**src/rtl/solve_sequencer_if.sv**
```systemverilog
// solve_sequencer_if: parser/solver/assembler handshakes and shared FIFO port of the board-flow controller.
interface solve_sequencer_if #(
    parameter int MAX_ROWS = 11,
    parameter int MAX_COLS = 11,
    parameter int LINE_W   = 16
);
    localparam int RW = $clog2(MAX_ROWS + 1);
    localparam int CW = $clog2(MAX_COLS + 1);
    localparam int SW = MAX_ROWS * MAX_COLS;

    logic              clear_i;
    logic              parsed_i;
    logic [RW-1:0]     m_i;
    logic [CW-1:0]     n_i;
    logic              parse_wr_i;
    logic [LINE_W-1:0] parse_line_i;
    logic              solve_wr_i;
    logic [LINE_W-1:0] solve_line_i;
    logic              solved_i;
    logic [SW-1:0]     solution_i;
    logic              assembled_i;
    logic              fifo_full_i;
    logic              fifo_wr_o;
    logic [LINE_W-1:0] fifo_din_o;
    logic              fifo_srst_o;
    logic              solve_start_o;
    logic              send_start_o;
    logic [RW-1:0]     m_o;
    logic [CW-1:0]     n_o;
    logic [SW-1:0]     solution_o;
    logic [2:0]        state_o;
    logic [1:0]        err_code_o;
    logic [7:0]        boards_done_o;

    modport slave (
        input  clear_i, parsed_i, m_i, n_i, parse_wr_i, parse_line_i, solve_wr_i, solve_line_i,
               solved_i, solution_i, assembled_i, fifo_full_i,
        output fifo_wr_o, fifo_din_o, fifo_srst_o, solve_start_o, send_start_o, m_o, n_o,
               solution_o, state_o, err_code_o, boards_done_o
    );

    modport master (
        output clear_i, parsed_i, m_i, n_i, parse_wr_i, parse_line_i, solve_wr_i, solve_line_i,
               solved_i, solution_i, assembled_i, fifo_full_i,
        input  fifo_wr_o, fifo_din_o, fifo_srst_o, solve_start_o, send_start_o, m_o, n_o,
               solution_o, state_o, err_code_o, boards_done_o
    );
endinterface

```
**src/rtl/solve_sequencer.sv**
```systemverilog
// solve_sequencer: RECEIVE/SOLVE/FLUSH/TRANSMIT/ERROR board-flow FSM with shared line FIFO arbitration.
// Optional solve watchdog enabled by defining SOLVE_TIMEOUT_EN.
module solve_sequencer #(
    parameter int MAX_ROWS       = 11,
    parameter int MAX_COLS       = 11,
    parameter int LINE_W         = 16,
    parameter int FLUSH_CYCLES   = 2,
    parameter int TIMEOUT_CYCLES = 50_000_000
) (
    input logic               clk,
    input logic               rst_n,
    solve_sequencer_if.slave  bus
);
    localparam int RW = $clog2(MAX_ROWS + 1);
    localparam int CW = $clog2(MAX_COLS + 1);
    localparam int SW = MAX_ROWS * MAX_COLS;
    localparam int FW = $clog2(FLUSH_CYCLES + 1);

    typedef enum logic [2:0] {
        RECEIVE  = 3'd0,
        SOLVE    = 3'd1,
        FLUSH    = 3'd2,
        TRANSMIT = 3'd3,
        ERROR    = 3'd4
    } state_t;

    state_t        state_q, state_d;
    logic [FW-1:0] flush_cnt_q, flush_cnt_d;
    logic [1:0]    err_code_q, err_code_d;
    logic [7:0]    boards_q, boards_d;
    logic [RW-1:0] m_q, m_d;
    logic [CW-1:0] n_q, n_d;
    logic [SW-1:0] sol_q, sol_d;
    logic          solve_start_q, solve_start_d;
    logic          send_start_q, send_start_d;
    logic          src_wr, overflow, dims_ok, timeout;

    // A solver write-back coinciding with solved_i belongs to a finished board, so it is dropped.
    always_comb begin
        src_wr   = (state_q == RECEIVE) ? bus.parse_wr_i :
                   (state_q == SOLVE)   ? (bus.solve_wr_i & ~bus.solved_i) : 1'b0;
        overflow = src_wr & bus.fifo_full_i;
        dims_ok  = (bus.m_i != '0) && (bus.m_i <= RW'(MAX_ROWS)) &&
                   (bus.n_i != '0) && (bus.n_i <= CW'(MAX_COLS));
    end

`ifdef SOLVE_TIMEOUT_EN
    logic [31:0] tmo_cnt_q, tmo_cnt_d;

    always_comb begin
        tmo_cnt_d = (state_q == SOLVE) ? tmo_cnt_q + 32'd1 : 32'd0;
        timeout   = (state_q == SOLVE) && (tmo_cnt_q == 32'(TIMEOUT_CYCLES - 1));
    end

    always_ff @(posedge clk or negedge rst_n) begin
        if (!rst_n) tmo_cnt_q <= 32'd0;
        else        tmo_cnt_q <= tmo_cnt_d;
    end
`else
    logic [31:0] timeout_unused;
    assign timeout_unused = 32'(TIMEOUT_CYCLES);
    assign timeout        = 1'b0;
`endif

    always_ff @(posedge clk or negedge rst_n) begin
        if (!rst_n) state_q <= RECEIVE;
        else        state_q <= state_d;
    end

    // Overflow outranks every phase event; solved_i outranks the watchdog.
    always_comb begin
        state_d = state_q;
        if (overflow) state_d = ERROR;
        else begin
            case (state_q)
                RECEIVE:  if (bus.parsed_i) state_d = dims_ok ? SOLVE : ERROR;
                SOLVE:    if (bus.solved_i) state_d = FLUSH;
                          else if (timeout) state_d = ERROR;
                FLUSH:    if (flush_cnt_q == FW'(FLUSH_CYCLES - 1)) state_d = TRANSMIT;
                TRANSMIT: if (bus.assembled_i) state_d = RECEIVE;
                ERROR:    if (bus.clear_i) state_d = RECEIVE;
                default:  state_d = RECEIVE;
            endcase
        end
    end

    always_comb begin
        m_d           = (state_q == RECEIVE && bus.parsed_i && !overflow) ? bus.m_i : m_q;
        n_d           = (state_q == RECEIVE && bus.parsed_i && !overflow) ? bus.n_i : n_q;
        sol_d         = (state_q == SOLVE && bus.solved_i) ? bus.solution_i : sol_q;
        flush_cnt_d   = (state_q == FLUSH) ? flush_cnt_q + FW'(1) : '0;
        boards_d      = (state_q == TRANSMIT && bus.assembled_i && boards_q != 8'hFF) ? boards_q + 8'd1 : boards_q;
        solve_start_d = (state_q == RECEIVE) && (state_d == SOLVE);
        send_start_d  = (state_q == FLUSH) && (state_d == TRANSMIT);
        err_code_d    = (state_q == ERROR)   ? (bus.clear_i ? 2'd0 : err_code_q) :
                        overflow             ? 2'd1 :
                        (state_d != ERROR)   ? 2'd0 :
                        (state_q == RECEIVE) ? 2'd2 : 2'd3;
    end

    always_ff @(posedge clk or negedge rst_n) begin
        if (!rst_n) begin
            flush_cnt_q   <= '0;
            err_code_q    <= 2'd0;
            boards_q      <= 8'd0;
            m_q           <= '0;
            n_q           <= '0;
            sol_q         <= '0;
            solve_start_q <= 1'b0;
            send_start_q  <= 1'b0;
        end else begin
            flush_cnt_q   <= flush_cnt_d;
            err_code_q    <= err_code_d;
            boards_q      <= boards_d;
            m_q           <= m_d;
            n_q           <= n_d;
            sol_q         <= sol_d;
            solve_start_q <= solve_start_d;
            send_start_q  <= send_start_d;
        end
    end

    always_comb begin
        bus.fifo_wr_o     = src_wr & ~bus.fifo_full_i;
        bus.fifo_din_o    = (state_q == RECEIVE) ? bus.parse_line_i :
                            (state_q == SOLVE)   ? bus.solve_line_i : '0;
        bus.fifo_srst_o   = ~rst_n | (state_q == FLUSH) | (state_q == ERROR);
        bus.solve_start_o = solve_start_q;
        bus.send_start_o  = send_start_q;
        bus.m_o           = m_q;
        bus.n_o           = n_q;
        bus.solution_o    = sol_q;
        bus.state_o       = state_q;
        bus.err_code_o    = err_code_q;
        bus.boards_done_o = boards_q;
    end
endmodule

```
**src/flat_wrapper.sv**
```systemverilog
// flat-port wrapper written by rule: the top's interface ports become plain ports
module solve_sequencer_flat 
#(
    parameter int MAX_ROWS       = 11,
    parameter int MAX_COLS       = 11,
    parameter int LINE_W         = 16,
    parameter int FLUSH_CYCLES   = 2,
    parameter int TIMEOUT_CYCLES = 50_000_000
)
  (clk, rst_n, bus_clear_i, bus_parsed_i, bus_m_i, bus_n_i, bus_parse_wr_i, bus_parse_line_i, bus_solve_wr_i, bus_solve_line_i, bus_solved_i, bus_solution_i, bus_assembled_i, bus_fifo_full_i, bus_fifo_wr_o, bus_fifo_din_o, bus_fifo_srst_o, bus_solve_start_o, bus_send_start_o, bus_m_o, bus_n_o, bus_solution_o, bus_state_o, bus_err_code_o, bus_boards_done_o);
  solve_sequencer_if #(.MAX_ROWS(MAX_ROWS), .MAX_COLS(MAX_COLS), .LINE_W(LINE_W)) bus_i ();
  input logic clk;
  input logic rst_n;
  input wire logic [$bits(bus_i.clear_i)-1:0] bus_clear_i;
  input wire logic [$bits(bus_i.parsed_i)-1:0] bus_parsed_i;
  input wire logic [$bits(bus_i.m_i)-1:0] bus_m_i;
  input wire logic [$bits(bus_i.n_i)-1:0] bus_n_i;
  input wire logic [$bits(bus_i.parse_wr_i)-1:0] bus_parse_wr_i;
  input wire logic [$bits(bus_i.parse_line_i)-1:0] bus_parse_line_i;
  input wire logic [$bits(bus_i.solve_wr_i)-1:0] bus_solve_wr_i;
  input wire logic [$bits(bus_i.solve_line_i)-1:0] bus_solve_line_i;
  input wire logic [$bits(bus_i.solved_i)-1:0] bus_solved_i;
  input wire logic [$bits(bus_i.solution_i)-1:0] bus_solution_i;
  input wire logic [$bits(bus_i.assembled_i)-1:0] bus_assembled_i;
  input wire logic [$bits(bus_i.fifo_full_i)-1:0] bus_fifo_full_i;
  output wire logic [$bits(bus_i.fifo_wr_o)-1:0] bus_fifo_wr_o;
  output wire logic [$bits(bus_i.fifo_din_o)-1:0] bus_fifo_din_o;
  output wire logic [$bits(bus_i.fifo_srst_o)-1:0] bus_fifo_srst_o;
  output wire logic [$bits(bus_i.solve_start_o)-1:0] bus_solve_start_o;
  output wire logic [$bits(bus_i.send_start_o)-1:0] bus_send_start_o;
  output wire logic [$bits(bus_i.m_o)-1:0] bus_m_o;
  output wire logic [$bits(bus_i.n_o)-1:0] bus_n_o;
  output wire logic [$bits(bus_i.solution_o)-1:0] bus_solution_o;
  output wire logic [$bits(bus_i.state_o)-1:0] bus_state_o;
  output wire logic [$bits(bus_i.err_code_o)-1:0] bus_err_code_o;
  output wire logic [$bits(bus_i.boards_done_o)-1:0] bus_boards_done_o;
  assign bus_i.clear_i = bus_clear_i;
  assign bus_i.parsed_i = bus_parsed_i;
  assign bus_i.m_i = bus_m_i;
  assign bus_i.n_i = bus_n_i;
  assign bus_i.parse_wr_i = bus_parse_wr_i;
  assign bus_i.parse_line_i = bus_parse_line_i;
  assign bus_i.solve_wr_i = bus_solve_wr_i;
  assign bus_i.solve_line_i = bus_solve_line_i;
  assign bus_i.solved_i = bus_solved_i;
  assign bus_i.solution_i = bus_solution_i;
  assign bus_i.assembled_i = bus_assembled_i;
  assign bus_i.fifo_full_i = bus_fifo_full_i;
  assign bus_fifo_wr_o = bus_i.fifo_wr_o;
  assign bus_fifo_din_o = bus_i.fifo_din_o;
  assign bus_fifo_srst_o = bus_i.fifo_srst_o;
  assign bus_solve_start_o = bus_i.solve_start_o;
  assign bus_send_start_o = bus_i.send_start_o;
  assign bus_m_o = bus_i.m_o;
  assign bus_n_o = bus_i.n_o;
  assign bus_solution_o = bus_i.solution_o;
  assign bus_state_o = bus_i.state_o;
  assign bus_err_code_o = bus_i.err_code_o;
  assign bus_boards_done_o = bus_i.boards_done_o;
  solve_sequencer #(.MAX_ROWS(MAX_ROWS), .MAX_COLS(MAX_COLS), .LINE_W(LINE_W), .FLUSH_CYCLES(FLUSH_CYCLES), .TIMEOUT_CYCLES(TIMEOUT_CYCLES)) u_core (.clk(clk), .rst_n(rst_n), .bus(bus_i));
endmodule
```
**config.mk**
```make
export PLATFORM = sky130hd
export DESIGN_NAME = solve_sequencer_flat
export DESIGN_NICKNAME = d
export VERILOG_FILES = /design/src/rtl/solve_sequencer_if.sv /design/src/rtl/solve_sequencer.sv /design/src/flat_wrapper.sv
export SDC_FILE = /design/constraint.sdc
export NUM_CORES = 1
export LEC_CHECK = 0
export BUFFER_PORTS_ARGS = -buffer_cell sky130_fd_sc_hd__buf_2
export CORE_ASPECT_RATIO = 0.6
export CORE_UTILIZATION = 41
export CTS_BUF_LIST = sky130_fd_sc_hd__clkbuf_4
export DETAILED_ROUTE_END_ITERATION = 16
export PLACE_DENSITY_LB_ADDON = 0.1
export SYNTH_ARGS = -nofsm -noshare
export SYNTH_HDL_FRONTEND = slang
export SYNTH_SLANG_ARGS = --single-unit
export TNS_END_PERCENT = 1
```
**constraint.sdc**
```tcl
create_clock -name clk -period 1.9 [get_ports clk]
set_clock_uncertainty 0.2 [all_clocks]
set_input_delay 0.095 -clock clk [delete_from_list [all_inputs] [get_ports clk]]
set_output_delay 0.095 -clock clk [all_outputs]
set_load 0.03 [all_outputs]
```
# Yosys cells after proc, flatten, opt, wreduce, memory -nomap -nowiden
# Index checks and enable logic that the tools add are counted.
[totals]
out_inout_bits = 162
wordCells = 63
register_bits = 146
inputBits = 170
[op_classes]
eq_ne = 10
magnitude_cmp = 2
mux = 18
reduce_logical = 14
bitwise = 8
n_addsub = 2
[op_table]
columns = ["operator", "n"]
rows = [
  ["$mux W16", 2],
  ["$mux W3", 7],
  ["$pmux W3 S5", 1],
  ["$logic_and A1 B1 Y1", 10],
  ["$mux W2", 5],
  ["$eq A3 B2 Y1 const B", 3],
  ["$add A8 B1 Y8 const B", 1],
  ["$le A4 B4 Y1 const B", 2],
  ["$ne A8 B8 Y1 const B", 1],
  ["$reduce_bool A4 Y1", 2],
  ["$eq A3 B1 Y1 const B", 2],
  ["$and A1 B1 Y1", 3],
  ["$eq A3 B3 Y1 const B", 1],
  ["$logic_not A3 Y1", 1],
  ["$mux W1", 3],
  ["$ne A3 B3 Y1 const B", 1],
  ["$not A1 Y1", 3],
  ["$add A2 B1 Y2 const B", 1],
  ["$eq A2 B1 Y1 const B", 1],
  ["$ne A2 B2 Y1 const B", 1],
  ["$or A1 B1 Y1", 2],
  ["$logic_not A1 Y1", 1],
]

# Logic depth before layout (Yosys ltp)
[logic_depth]
word_depth = 12
ltp_mapped = 7
mapped_depth_nobuf = 6

# Worst setup path after synthesis
# OpenSTA, ideal clock, no wires.
[synth_path]
path_kind = "register to register"
startpoint = "reg u_core.state_q[2], in the netlist u_core.bus.state_o[2]"
endpoint = "reg u_core.sol_q[0], in the netlist u_core.bus.solution_o[0]"
slack_ps = -281
path_stages_with_launch = 8
setup_ps = 127
t_arrival_ps = 1853
cell_sequence = "dfrtp_1 buf_2 nor3b_4 and2_1 buf_4 buf_8 buf_8 mux2_1"
[synth_between]
elab_chain_len = 2
[synth_rtl]
columns = ["element", "line_no", "source"]
rows = [
  ["start, declared", "solve_sequencer.sv:27", "state_t state_q, state_d;"],
  ["start signal, assigned", "solve_sequencer.sv:67", "else state_q <= state_d;"],
  ["$eq A3 B1 Y1", "solve_sequencer.sv:90", "sol_d = (state_q == SOLVE && bus.solved_i) ? bus.solution_i : sol_q;"],
  ["$logic_and A1 B1 Y1", "solve_sequencer.sv:90", ""],
  ["end signal, assigned", "solve_sequencer.sv:117", "sol_q <= sol_d;"],
  ["end, declared", "solve_sequencer.sv:33", "logic [SW-1:0] sol_q, sol_d;"],
]
# No other way between the ends.
# A chain may end at the register's enable or synchronous reset.

# Worst setup path in the final report
[layout_path]
startpoint = "reg u_core.state_q[0], in the netlist u_core.bus.state_o[0]"
endpoint = "out bus_fifo_din_o[12]"
[layout_between]
elab_chain_len = 3
word_cells_on_any_way = 4
cone_classes = "eq/ne (1); mux (2); reduce/logical (1)"
[layout_rtl]
columns = ["element", "line_no", "source"]
rows = [
  ["$eq A3 B1 Y1", "solve_sequencer.sv:126", "(state_q == SOLVE) ? bus.solve_line_i : '0;"],
  ["$mux W16", "solve_sequencer.sv:126", ""],
  ["$mux W16 *", "solve_sequencer.sv:125", "bus.fifo_din_o = (state_q == RECEIVE) ? bus.parse_line_i :"],
  ["end, declared", "flat_wrapper.sv:27", "output wire logic [$bits(bus_i.fifo_din_o)-1:0] bus_fifo_din_o;"],
]
# Every way passes the cells marked *; elsewhere a longest branch is shown, timed or not.

==> summary.md <==
| Metric | Value |
|---|---|
| Reg area | `3650 um^2` |
| Clock Tree Root | `clkbuf_4` |
| WP data required | `about 1.6 ns` |
| P&R area growth vs syn | `66.4%` |
| Final antenna-violating net count | `0` |
| Failing checks | `negative setup slack` |
| Mean Syn Cell Area | `15.6 um^2` |
| R2R Setup Slk | `-0.04 ns` |
| Final worst setup slack | `-0.227 ns` |
| Distinct cells, synth | `40` |
| Largest net degree at the start of global routing | `63` |
| Slowest stage delay, CP | `~0.44 ns` |
| RR Startpoint | `u_core.bus.state_o[1]` |
| H-tree levels | `4` |
| Global-route wire length before repair | `between 20 and 30 mm` |
| Setup Crit Path Kind | `reg -> out` |
| Port Buffers | `about 330` |
| Cell mode on critical path | `buf_6` |
| Status | `complete, but fails checks` |
| Commonest non-fill, non-tap cells in the layout | `buf_2, dfrtp_1, dlygate4sd3_1, mux2_1, mux2_2` |
| Commonest non-fill, non-tap cell in the layout | `buf_2` |
| Antenna Cells | `0` |
| Max-slew violation count | `0` |
| Core Footprint | `13800 um^2` |
| Initial Utilization | `0.426` |
| Detail Placement HPWL | `roughly 11 mm` |
| Reg2reg end | `u_core.bus.solution_o[36]` |
| Leak | `~4.9 nW` |
| Worst EP arrival | `between 1.5 and 2 ns` |
| Power per standard cell area | `1660 nW/um^2` |
| Minimum clock period | `2.13 ns` |
| # IOs | `between 300 and 400` |
| Post-synthesis sequential area ratio | `0.619` |
| Initial DRC count | `186` |
| Post-layout nets | `1045` |
| Design Power | `~16 mW` |
| Initial antenna violation count | `0` |
| Worst Path Max Fanout | `5` |
| Worst-margin pin slew | `0.535 ns` |
| Share of cells above drive strength 1 | `0.501` |
| Synthesis Warnings | `0` |
| Synth Net Count | `550` |
| GRT Util Overall | `0.235` |
| Die area | `14900 um^2` |
| CTS clk-pin slew, worst paths | `0.13 ns` |
| Worst-Skew Late Latency | `0.51 ns` |
| Synthesized area | `5900 um^2` |
| Max clock buf depth | `2` |
| Setup violators final | `46` |
| Vias in the first global route | `5293` |
| Multi-input gate area | `2110 um^2` |
| Vias | `between 4000 and 5000` |
| Aggregate routed wire length | `between 15 and 20 mm` |
| Worst reg-to-reg path cell count | `5` |
| Dpl cell area | `~7800 um^2` |
| Hold WC Path Type | `in -> async` |
| Placed instance count | `897` |
| Cts bufs inserted | `17` |
| Die height | `~95 um` |
| Rows | `33` |
| Worst setup EP type | `output pin` |
| Sequence of cells on the critical path | `buf_6 -> nor3_4 -> buf_6 -> a22o_1 -> buf_6` |
| Worst hold slack | `0.0289 ns` |
| Crit path max-delay family | `buffers and inverters` |
| Period utilisation layout | `1.12` |
| Syn Inst Count | `378` |
| Die Width | `157 um` |
| Max stage delay cell, worst path | `dfrtp_1` |
| Post-Layout Cell Count | `1076` |
| Fill count | `941` |
| Residual DRC | `0` |
| CP Launch Type | `flip-flop` |
| Pre-CTS WS | `0.0405 ns` |
| Vias per cell | `4.64` |
| CP bufs+invs | `3` |
| Final core utilization | `0.710` |
| RSZ-0062 raised after global routing | `true` |
| Fmax | `0.470 GHz` |
| TritonRoute pass-1 iters | `4` |
| Peak supply drop | `0.00105 V` |
| Setup tns final | `-3.84 ns` |
| Total gr overflow | `0` |
| Flops & latches, synth | `146` |
| Wire length per cell | `around 16 um` |
| Slew HR | `0.638` |
| CTS tree | `built` |
| GPL Wtd Cong | `0.817` |
| Clk sink count | `between 100 and 150` |
| Fin. Hold Viols | `0` |
| Max-cap violations | `0` |
| Fin area | `about 9800 um^2` |
[worst min-delay path, delay by kind of cell]
kind / cells / cell delay [ns]
buffers and inverters: 3 / 1.11
[kinds of logic (layout without fill, tap and decap cells)]
| kind of cell | count (synthesis) | count (layout) | share of synthesized area |
|---|---|---|---|
| adders and majority gates | 2 | 2 | 0.00424 |
| buffers and inverters | 22 | 528 | 0.0361 |
| muxes | 131 | 131 | 0.250 |
| and+or+nand+nor | 42 | 42 | 0.0431 |
| xor gates and xnor gates | 7 | 7 | 0.0104 |
| AOI/OAI and AO/OA | 28 | 28 | 0.0369 |
| DFF | 146 | 146 | 0.619 |
[layout make-up]
cell class,count,area share
Clock buffer,17,0.0130
Sequential cell,146,0.372
Tap cell,192,0.0245
Timing Repair Buffer,495,0.350
Inverter,3,0.00115
Multi-Input combinational cell,210,0.215
Clock inverter,13,0.0238
[where the power goes]
group / total [mW] / switching, mW / leakage, nW / internal (mW)
Sequential: 5.23 / 0.714 / 1.80 / 4.52
Combinational: 8.59 / 5.33 / 2.95 / 3.26
Clock: 2.46 / 1.15 / 0.192 / 1.30
[sequential cells by signal (all words and copies together), names as in the netlist]
register / flops
u_core.bus.solution_o: 121
u_core.bus.send_start_o: 1
u_core.bus.err_code_o: 2
u_core.bus.state_o: 3
u_core.bus.n_o: 4
u_core.bus.m_o: 4
u_core.bus.solve_start_o: 1
u_core.flush_cnt_q: 2
u_core.bus.boards_done_o: 8
[worst max path at each step]
stage,to,slack (ns),cells past startpoint,startpoint
CTS,bus_fifo_din_o[12],-0.27,5,u_core.bus.state_o[0]
global placement,u_core.bus.m_o[2],0.11,4,u_core.bus.state_o[1]
detailed placement,u_core.bus.m_o[1],0.04,4,u_core.bus.state_o[1]
global route,bus_fifo_din_o[15],-0.35,5,u_core.bus.state_o[0]
floorplan,u_core.bus.solution_o[0],-0.20,7,u_core.bus.state_o[2]
finish,bus_fifo_din_o[12],-0.23,5,u_core.bus.state_o[0]
[metal layers]
metal  global-route usage  share of wire
met5                    0              0
met4               0.0809          0.014
met3               0.0762          0.072
met2                0.409           0.50
met1                0.276           0.41
[synthesized netlist by cell type, drive strengths merged]
cell type | n | area (um^2)
nand3 | 3 | 15.0
a211oi | 1 | 7.51
nand2b | 2 | 12.5
nor3 | 6 | 35.0
a31oi | 1 | 6.26
a32o | 1 | 10.0
a21boi | 1 | 7.51
mux2i | 1 | 10.0
buf | 16 | 190
nand3b | 2 | 15.0
or3 | 1 | 6.26
inv | 3 | 11.3
nor3b | 2 | 26.3
and2 | 1 | 6.26
and4b | 1 | 10.0
nand4 | 3 | 18.8
nor2 | 3 | 11.3
xor2 | 5 | 43.8
mux2 | 130 | 1460
clkbuf | 3 | 11.3
nor4b | 1 | 8.76
or4 | 2 | 15.0
dfrtp | 146 | 3650
nand2 | 10 | 40.0
a22o | 16 | 140
nor2b | 4 | 25.0
o21a | 1 | 7.51
xnor2 | 2 | 17.5
o21ai | 3 | 15.0
a21oi | 4 | 23.8
or3b | 1 | 8.76
ha | 2 | 25.0
[what timing repair did]
item | CTS | global route
setup endpoints to repair | 18 | 151
pin swaps | 17 | 6
setup buffers | 8 | 0
hold endpoints to repair | 283 | 0
hold buffers | 139 | 0
cloned | 2 | 0
gates resized for setup | 50 | 12
Note: power is estimated with default switching activity, not from simulation.
